**src/rtl/fp_mul_pipe.sv**
```systemverilog
// Three-stage FP16 (1/5/10) multiplier feeding the PE adder: unpack, multiply, normalize/pack.
// Infinity has exponent 31 with zero fraction (no NaN), denormals supported, truncation only.
module fp_mul_pipe #(
    parameter int BIAS = 15
) (
    input  logic        clk_i,
    input  logic        rst_i,
    input  logic        en_i,
    input  logic        valid_i,
    input  logic [15:0] opA_i,
    input  logic [15:0] opB_i,
    output logic [15:0] MUL_o,
    output logic        valid_o
);

    logic              vld_p0;
    logic              sign_p0, inf_p0, zero_p0;
    logic [4:0]        ea_p0, eb_p0;
    logic [10:0]       ma_p0, mb_p0;

    logic              vld_p1;
    logic              sign_p1, inf_p1, zero_p1;
    logic [21:0]       prod_p1;
    logic signed [6:0] er_p1;

    // Normalize the 22-bit product (value P*2^-20), pack into FP16 with truncation.
    function automatic logic [15:0] pack(input logic sign, input logic inf, input logic zero,
                                         input logic [21:0] p, input logic signed [6:0] er);
        logic [15:0]       r;
        logic [21:0]       pn;
        logic [21:0]       d;
        logic signed [7:0] e;
        logic [4:0]        sh;
        logic [5:0]        dsh;
        sh  = 5'd0;
        pn  = p;
        d   = 22'd0;
        dsh = 6'd0;
        e   = {er[6], er};
        for (int i = 0; i <= 20; i++) begin
            if (p[i]) sh = 5'(20 - i);
        end
        if (inf) begin
            r = {sign, 5'b11111, 10'b0};
        end else if (zero || p == 22'd0) begin
            r = 16'h0000;
        end else begin
            if (p[21]) begin
                pn = p >> 1;
                e  = e + 8'sd1;
            end else begin
                pn = p << sh;
                e  = e - $signed({3'b000, sh});
            end
            if (e >= 8'sd31) begin
                r = {sign, 5'b11111, 10'b0};
            end else if (e >= 8'sd1) begin
                r = {sign, e[4:0], pn[19:10]};
            end else begin
                dsh = 6'(8'sd1 - e);
                d   = (dsh >= 6'd21) ? 22'd0 : (pn >> dsh);
                r   = (d[19:10] == 10'd0) ? 16'h0000 : {sign, 5'b00000, d[19:10]};
            end
        end
        return r;
    endfunction

    // Stage 1: unpack operands and classify specials
    always_ff @(posedge clk_i or posedge rst_i) begin
        if (rst_i) begin
            vld_p0  <= 1'b0;
            sign_p0 <= 1'b0;
            inf_p0  <= 1'b0;
            zero_p0 <= 1'b0;
            ea_p0   <= 5'd0;
            eb_p0   <= 5'd0;
            ma_p0   <= 11'd0;
            mb_p0   <= 11'd0;
        end else if (en_i) begin
            vld_p0  <= valid_i;
            sign_p0 <= opA_i[15] ^ opB_i[15];
            inf_p0  <= (opA_i[14:10] == 5'd31) || (opB_i[14:10] == 5'd31);
            zero_p0 <= (opA_i[14:0] == 15'd0) || (opB_i[14:0] == 15'd0);
            ea_p0   <= (opA_i[14:10] == 5'd0) ? 5'd1 : opA_i[14:10];
            eb_p0   <= (opB_i[14:10] == 5'd0) ? 5'd1 : opB_i[14:10];
            ma_p0   <= {|opA_i[14:10], opA_i[9:0]};
            mb_p0   <= {|opB_i[14:10], opB_i[9:0]};
        end
    end

    // Stage 2: mantissa product and unbiased exponent sum
    always_ff @(posedge clk_i or posedge rst_i) begin
        if (rst_i) begin
            vld_p1  <= 1'b0;
            sign_p1 <= 1'b0;
            inf_p1  <= 1'b0;
            zero_p1 <= 1'b0;
            prod_p1 <= 22'd0;
            er_p1   <= 7'sd0;
        end else if (en_i) begin
            vld_p1  <= vld_p0;
            sign_p1 <= sign_p0;
            inf_p1  <= inf_p0;
            zero_p1 <= zero_p0;
            prod_p1 <= ma_p0 * mb_p0;
            er_p1   <= $signed(7'({2'b00, ea_p0} + {2'b00, eb_p0}) - 7'(BIAS));
        end
    end

    // Stage 3: normalize, apply special priority, register result
    always_ff @(posedge clk_i or posedge rst_i) begin
        if (rst_i) begin
            valid_o <= 1'b0;
            MUL_o   <= 16'h0000;
        end else if (en_i) begin
            valid_o <= vld_p1;
            MUL_o   <= pack(sign_p1, inf_p1, zero_p1, prod_p1, er_p1);
        end
    end

endmodule
```
**config.mk**
```make
export PLATFORM = sky130hd
export DESIGN_NAME = fp_mul_pipe
export DESIGN_NICKNAME = d
export VERILOG_FILES = /design/src/rtl/fp_mul_pipe.sv
export SDC_FILE = /design/constraint.sdc
export NUM_CORES = 1
export LEC_CHECK = 0
export CELL_PAD_IN_SITES_DETAIL_PLACEMENT = 1
export CELL_PAD_IN_SITES_GLOBAL_PLACEMENT = 1
export CORE_MARGIN = 2
export CORE_UTILIZATION = 44
export DETAILED_ROUTE_END_ITERATION = 10
export PLACE_DENSITY = 0.85
export SETUP_SLACK_MARGIN = 0.3
export SYNTH_ARGS = -nofsm -noshare
export SYNTH_HDL_FRONTEND = slang
export SYNTH_SLANG_ARGS = --single-unit
```
**constraint.sdc**
```tcl
create_clock -name clk_i -period 5.37 [get_ports clk_i]
set_clock_uncertainty 0.15 [all_clocks]
set_input_delay 1.074 -clock clk_i [delete_from_list [all_inputs] [get_ports clk_i]]
set_output_delay 1.074 -clock clk_i [all_outputs]
set_load 0.05 [all_outputs]
```
==> results of run 1 <==
## final cells by class
cell class	instances	area [um^2]	share of cell area (%)
timing repair buffer	209	1810	13.9
clock inverter	7	85.1	0.656
multi-input combinational	877	7820	60.3
tap	285	357	2.75
clock buffer	9	225	1.74
sequential	86	2180	16.8
inverter	133	503	3.88
## worst min path at each step
stage,start,end,depth (start not counted)
final,MUL_o[7]$_DFFE_PP0P_,MUL_o[7]$_DFFE_PP0P_,1
after global routing,MUL_o[7]$_DFFE_PP0P_,MUL_o[7]$_DFFE_PP0P_,1
after CTS,MUL_o[3]$_DFFE_PP0P_,MUL_o[3]$_DFFE_PP0P_,1
after detailed placement,MUL_o[0]$_DFFE_PP0P_,MUL_o[0]$_DFFE_PP0P_,1
after global placement,MUL_o[0]$_DFFE_PP0P_,MUL_o[0]$_DFFE_PP0P_,1
after floorplan,er_p1[0]$_DFFE_PP0P_,er_p1[0]$_DFFE_PP0P_,2
## flip-flops by register name, indices dropped and copies added, names as in the netlist
signal and cells:
eb_p0 5, zero_p0 1, sign_p0 1, sign_p1 1, vld_p0 1, prod_p1 22
zero_p1 1, vld_p1 1, mb_p0 11, inf_p0 1, MUL_o 16, ea_p0 5
inf_p1 1, ma_p0 11, valid_o 1, er_p1 7
## synth_stat cells, drive strengths merged (13+ instances only)
library cell  instances  area [um^2]
fa                   82         1640
dfrtp                86         2150
mux2i                30          300
mux2                 50          563
nand2               125          472
nor2b                13         81.3
nor3                 14         70.1
buf                  26          138
xnor2                21          184
a31oi                16          100
a21oi                55          294
o211ai               19          153
nor4                 13          128
and2                 55          344
clkbuf               42          158
inv                 132          495
nor2                 75          287
o21ai                44          224
nand3                25          125
ha                   78          976
## kinds of logic (layout without fill, tap and decap cells)
kind of cell / Yosys count / count (layout) / share of synthesized area, %
simple gates: 373 / 373 / 18.2
xor+xnor: 29 / 29 / 2.48
compound gates: 234 / 234 / 16.2
fa+ha+maj: 160 / 160 / 25.6
buf+inv: 201 / 358 / 7.77
flops: 86 / 86 / 21.1
mux: 81 / 81 / 8.66
## timing repair
item / 4_1_cts / 5_1_grt
endpoints found under the setup margin: 12 / 27
pin swaps: 53 / 49
gates resized for setup: 77 / 106
gates cloned: 0 / 0
hold endpoints to repair: 0 / 0
setup buffers: 53 / 20
## layer usage
layer,track usage [%],up-vias
li1,-,4314
met1,40.7,5296
met2,63.0,769
met3,7.23,318
met4,21.6,0
met5,0,-
## per-stage QoR
| step | setup WS (ns) | hold WS, ns | instances |
|---|---|---|---|
| floorplan | 0.244 | 0.309 | 1164 |
| global placement | 0.0188 | 0.319 | 1517 |
| detailed placement | -0.348 | 0.323 | 1517 |
| CTS | 0.0785 | 0.344 | 1586 |
| global route | -0.668 | 0.359 | 1606 |
| finish | -0.457 | 0.337 | 1606 |
==> out/qor.csv, run 1 <==
stage,metric,value,unit
layout,mostFrequentLayoutCells,"buf_4 (129), nand2_1 (112), inv_1 (109), fa_1 (71), nor2_1 (69)",
global_routing,grt_overflow,0,
layout,fin_util,57.1,%
routing,top_layer,met4,
routing,met1_length,17400,um
floorplan,die-area,24500,um^2
setup_path,crit_end,prod_p1[19]$_DFFE_PP0P_,
routing,via_per_inst,6.66,
yosys,syn_nets,1360,
placed_design,place_congestion,0.929,
floorplan,start_util,45.0,%
setup_path,critical-path-max-stage-delay,0.60,ns
timing,slew-limit-headroom,27.7,%
run_status,status,finished with violations,
layout,final_area,13000,um^2
yosys,synth-edff-count,0,
layout,final_common_cell,buf_4,
routing,vias,10700,
routing,met2_length,23000,um
clock_network,tritoncts,built,
clock_network,clk_latency,0.39,ns
worst_hold_path,hp-class,flop to flop,
timing,finalHoldViolCount,0,
yosys,syn_avg_cell_area,8.78,um^2
setup_path,r2r_setup_slack,-0.46,ns
floorplan,dieWidth,156,um
setup_path,cp_data_required_time,5.47,ns
setup_path,start_kind,flop,
timing,fmax,172,MHz
timing,rsz0062_at_grt,true,
setup_path,critical_path_depth,24,
setup_path,crit_path_end_kind,flop,
run_status,violations,negative setup slack,
placed_design,port_buffers,52,
setup_path,critPathKind,flop to flop,
layout,fin_nets,1512,
global_routing,groute.usage.overall,36.1,%
routing,dr_wl_met3,3470,um
yosys,seq_area_frac_synth,21.1,%
setup_path,worstPathMaxFanout,4,
setup_path,startpoint,mb_p0[2]$_DFFE_PP0P_,
setup_path,reg2reg_depth,24,
clock_network,clockBufferDepth,2,
setup_path,critical_path.top_delay_family,adder cells,
placed_design,dp_hpwl,26400,um
setup_path,crit_chain,"buf_4, buf_4, nand2_1, fa_1, inv_1, ha_1, ha_1, inv_2, fa_1, fa_1, inv_2, ha_4, inv_1, a21oi_2, o21ai_2, a21oi_4, o21ai_2, nand2b_1, a31oi_2, a21oi_2, a211o_1, a21oi_2, xor2_1, mux2i_1",
yosys,synth.distinct_cells,83,
clock_network,cts_sinks,86,
setup_path,r2r-end,prod_p1[19]$_DFFE_PP0P_,
floorplan,core_area,22700,um^2
routing,routed_wl,47800,um
setup_path,timing.rr.start,mb_p0[2]$_DFFE_PP0P_,
clock_network,ctsHoldBuffers,0,
flow_run,maxCapViolCount,0,
clock_network,clk_pin_slew_worst_paths,0.09,ns
placed_design,place_area,11500,um^2
setup_path,crit_arrival,5.93,ns
setup_path,cp_slowest_cell,fa_1,
yosys,synth_area,10200,um^2
clock_network,cts_inserted_buffers,9,
timing,finalCritPeriodShare,109,%
global_routing,antenna_found_initial,0,
yosys,synthCells,1164,
setup_path,critPathBufInv,6,
layout,diodes,0,
clock_network,clockRootBuffer,clkbuf_16,
yosys,synth_warnings,0,
routing,first_pass_iters,5,
timing,setup_ws,-0.457,ns
layout,syn_to_final_growth,26.9,%
timing,final-setup-viol-count,11,
routing,drcViolationCount,0,
global_routing,grt_start_max_net_pins,56,
layout,drive_gt1_share,29.0,%
timing,final.min_clock_period,5.83,ns
clock_network,htree_num_levels,3,
routing,wl_per_cell,29.7,um
routing,drt_iter0_markers,1089,
floorplan,rows,55,
timing,drv_slew,0,
yosys,async_flop_share,100,%
timing,worst_slew_pin_slew,1.08,ns
floorplan,io_pins,53,
routing,antenna_left,0,
global_routing,grt_pass1_vias,11500,
global_routing,grt_pass1_wl,67100,um
yosys,synthFlopType,dfrtp_1,
floorplan,die_h,156,um
yosys,synth_seq_cells,86,
timing,fin_setup_tns,-3.01,ns
layout,num-fill-cells,2572,
Power of run 1 is not shown: default switching activity piles up to over one toggle a cycle in this logic, so the estimate is an artifact.
==> run 2: changes to the inputs <==
Settings changed: CTS_CLUSTER_SIZE from default to 14.
==> results of run 2 <==
The final DEF is identical to that of run 1; final timing and power are the same.
Power of run 2 is left out for the same reason.
==> run 3: changes to the inputs <==
Settings changed: CORE_ASPECT_RATIO from default to 2, PLACE_DENSITY 0.85 to default, PLACE_DENSITY_LB_ADDON from default to 0.15.
==> out/qor.csv, run 3 (same netlist as run 1, synthesis figures left out) <==
stage,metric,value,unit,change
run_status,status,finished with violations,,unchanged
run_status,violations,negative setup slack,,unchanged
setup_path,cp_slowest_cell,fa_1,,unchanged
global_routing,grt_pass1_vias,10500,,"was 11,500"
placed_design,dp_slack,-0.245,ns,was -0.348 ns
routing,routed_wl,35500,um,"was 47,800 um"
clock_network,clk_pin_slew_worst_paths,0.08,ns,was 0.09 ns
timing,final-setup-viol-count,1,,was 11
global_routing,grt_pass1_wl,55500,um,"was 67,100 um"
global_routing,grt_overflow,0,,unchanged
global_routing,grt_start_max_net_pins,57,,was 56
setup_path,critPathKind,flop to flop,,unchanged
clock_network,clk_latency,0.38,ns,was 0.39 ns
setup_path,crit_arrival,5.54,ns,was 5.93 ns
layout,diodes,0,,unchanged
clock_network,clockRootBuffer,clkbuf_16,,unchanged
timing,slew-limit-headroom,30.8,%,was 27.7%
floorplan,die-area,24500,um^2,about the same
timing,setup_ws,-0.0353,ns,was -0.457 ns
timing,fin_setup_tns,-0.0353,ns,was -3.01 ns
setup_path,critical_path.top_delay_family,adder cells,,unchanged
setup_path,worstPathMaxFanout,6,,was 4
placed_design,place_congestion,0.921,,was 0.929
routing,wl_per_cell,22.3,um,was 29.7 um
clock_network,tritoncts,built,,unchanged
setup_path,critical-path-max-stage-delay,0.57,ns,was 0.60 ns
layout,mostFrequentLayoutCells,"buf_4 (137), inv_1 (124), nand2_1 (114), fa_1 (77), nor2_1 (72)",,"was buf_4 (129), nand2_1 (112), inv_1 (109), fa_1 (71), nor2_1 (69)"
global_routing,antenna_found_initial,0,,unchanged
global_routing,met1_usage,26.1,%,was 40.7%
global_routing,grtUsageMet2,59.3,%,was 63.0%
floorplan,rows,78,,was 55
timing,final.min_clock_period,5.41,ns,was 5.83 ns
floorplan,start_util,45.0,%,about the same
worst_hold_path,hp-class,flop to flop,,unchanged
routing,vias,9366,,"was 10,700"
flow_run,maxCapViolCount,0,,unchanged
global_routing,grt.busiest_layer,met2,,unchanged
routing,drcViolationCount,0,,unchanged
placed_design,dp_hpwl,27400,um,"was 26,400 um"
timing,finalCritPeriodShare,101,%,was 109%
routing,first_pass_iters,4,,was 5
placed_design,port_buffers,52,,unchanged
clock_network,clockBufferDepth,2,,unchanged
layout,drive_gt1_share,26.0,%,was 29.0%
setup_path,critPathBufInv,11,,was 6
clock_network,cts_sinks,86,,unchanged
timing,finalHoldViolCount,0,,unchanged
setup_path,start_kind,flop,,unchanged
routing,antenna_left,0,,unchanged
timing,worst_slew_pin_slew,1.04,ns,was 1.08 ns
floorplan,dieWidth,112,um,was 156 um
floorplan,io_pins,53,,unchanged
setup_path,crit_path_end_kind,flop,,unchanged
floorplan,core_area,22700,um^2,about the same
setup_path,crit_chain,"buf_6, nand2_2, fa_1, inv_2, fa_1, inv_2, fa_1, inv_2, fa_1, fa_1, ha_4, inv_4, a21oi_2, o21ai_1, nand2b_1, buf_4, buf_4, buf_4, buf_4, buf_4, buf_4, xor2_1, nand2_1, o21ai_1",,"was buf_4, buf_4, nand2_1, fa_1, inv_1, ha_1, ha_1, inv_2, fa_1, fa_1, inv_2, ha_4, inv_1, a21oi_2, o21ai_2, a21oi_4, o21ai_2, nand2b_1, a31oi_2, a21oi_2, a211o_1, a21oi_2, xor2_1, mux2i_1"
clock_network,cts_inserted_buffers,9,,unchanged
layout,fin_util,56.0,%,was 57.1%
layout,num-fill-cells,2615,,"was 2,572"
layout,largest_reg_flops,22,,unchanged
timing,drv_slew,0,,unchanged
routing,via_per_inst,5.88,,was 6.66
layout,fin_nets,1504,,"was 1,512"
setup_path,cp_data_required_time,5.50,ns,was 5.47 ns
layout,final_common_cell,buf_4,,unchanged
floorplan,die_h,220,um,was 156 um
routing,drt_iter0_markers,327,,"was 1,089"
layout,regMostFlops,prod_p1,,unchanged
clock_network,htree_num_levels,3,,unchanged
global_routing,groute.usage.overall,29.2,%,was 36.1%
layout,fin_cells,1593,,"was 1,606"
timing,fmax,185,MHz,was 172 MHz
timing,rsz0062_at_grt,true,,unchanged
layout,syn_to_final_growth,24.5,%,was 26.9%
global_routing,use_met3,2.59,%,was 7.23%
layout,top_regs,"prod_p1 (22), MUL_o (16)",,unchanged
setup_path,crit_top_cell,buf_4,,
placed_design,dp.cells,1532,,"was 1,517"
run 3: changes by cell type in the layout (fill, tap and decap cells not counted), moves of 4 or more:
cell     previous run  this run
inv_1             109       124
nor2b_4             4         0
fa_2               11         5
fa_1               71        77
dfrtp_1            64        60
dfrtp_2            22        26
ha_4               13         9
ha_1               64        68
buf_4             129       137
buf_12              0         4
inv_2              21         6
buf_6              29         9
run 3: final timing paths:
| check | start | endpoint | slack [ns] | cells past startpoint |
|---|---|---|---|---|
| min in group asynchronous | rst_i | zero_p1$_DFFE_PP0P_ | 1.02 | 2 |
| worst max register to register | mb_p0[4]$_DFFE_PP0P_ | prod_p1[11]$_DFFE_PP0P_ | -0.04 | 24 |
| max in group asynchronous | rst_i | MUL_o[6]$_DFFE_PP0P_ | 3.13 | 3 |
| worst max-delay path | mb_p0[4]$_DFFE_PP0P_ | prod_p1[11]$_DFFE_PP0P_ | -0.04 | 24 |
| worst min-delay path | MUL_o[3]$_DFFE_PP0P_ | MUL_o[3]$_DFFE_PP0P_ | 0.34 | 1 |
| worst min register to register | MUL_o[3]$_DFFE_PP0P_ | MUL_o[3]$_DFFE_PP0P_ | 0.34 | 1 |
run 3: per-layer routing:
metal / routed length [um] / vias to the layer above
met5: 0 / -
met4: 2760 / 0
met3: 695 / 124
met2: 20600 / 210
met1: 11400 / 4736
li1: - / 4296
run 3: repair_timing:
item	CTS	global route
hold buffers	0	0
endpoints found under the setup margin	10	21
hold endpoints to repair	0	0
pin swaps	33	25
resized for setup	69	47
setup buffers	32	13
run 3: per-stage QoR:
stage / instance area, um^2 / hold WS (ns)
final: 12700 / 0.340
after global routing: 12700 / 0.369
after CTS: 12400 / 0.344
after detailed placement: 11600 / 0.323
after global placement: 11600 / 0.320
after floorplan: 10300 / 0.309
run 3: area by class of cell:
class | instances | area [um^2] | share of cell area, %
Multi-Input combinational cell | 877 | 7650 | 60.1
Clock buffer | 10 | 239 | 1.88
Clock inverter | 6 | 75.1 | 0.590
Timing Repair Buffer | 201 | 1720 | 13.5
Inverter | 133 | 504 | 3.96
Tap cell | 280 | 350 | 2.75
Sequential cell | 86 | 2180 | 17.2
Power of run 3 is left out for the same reason.
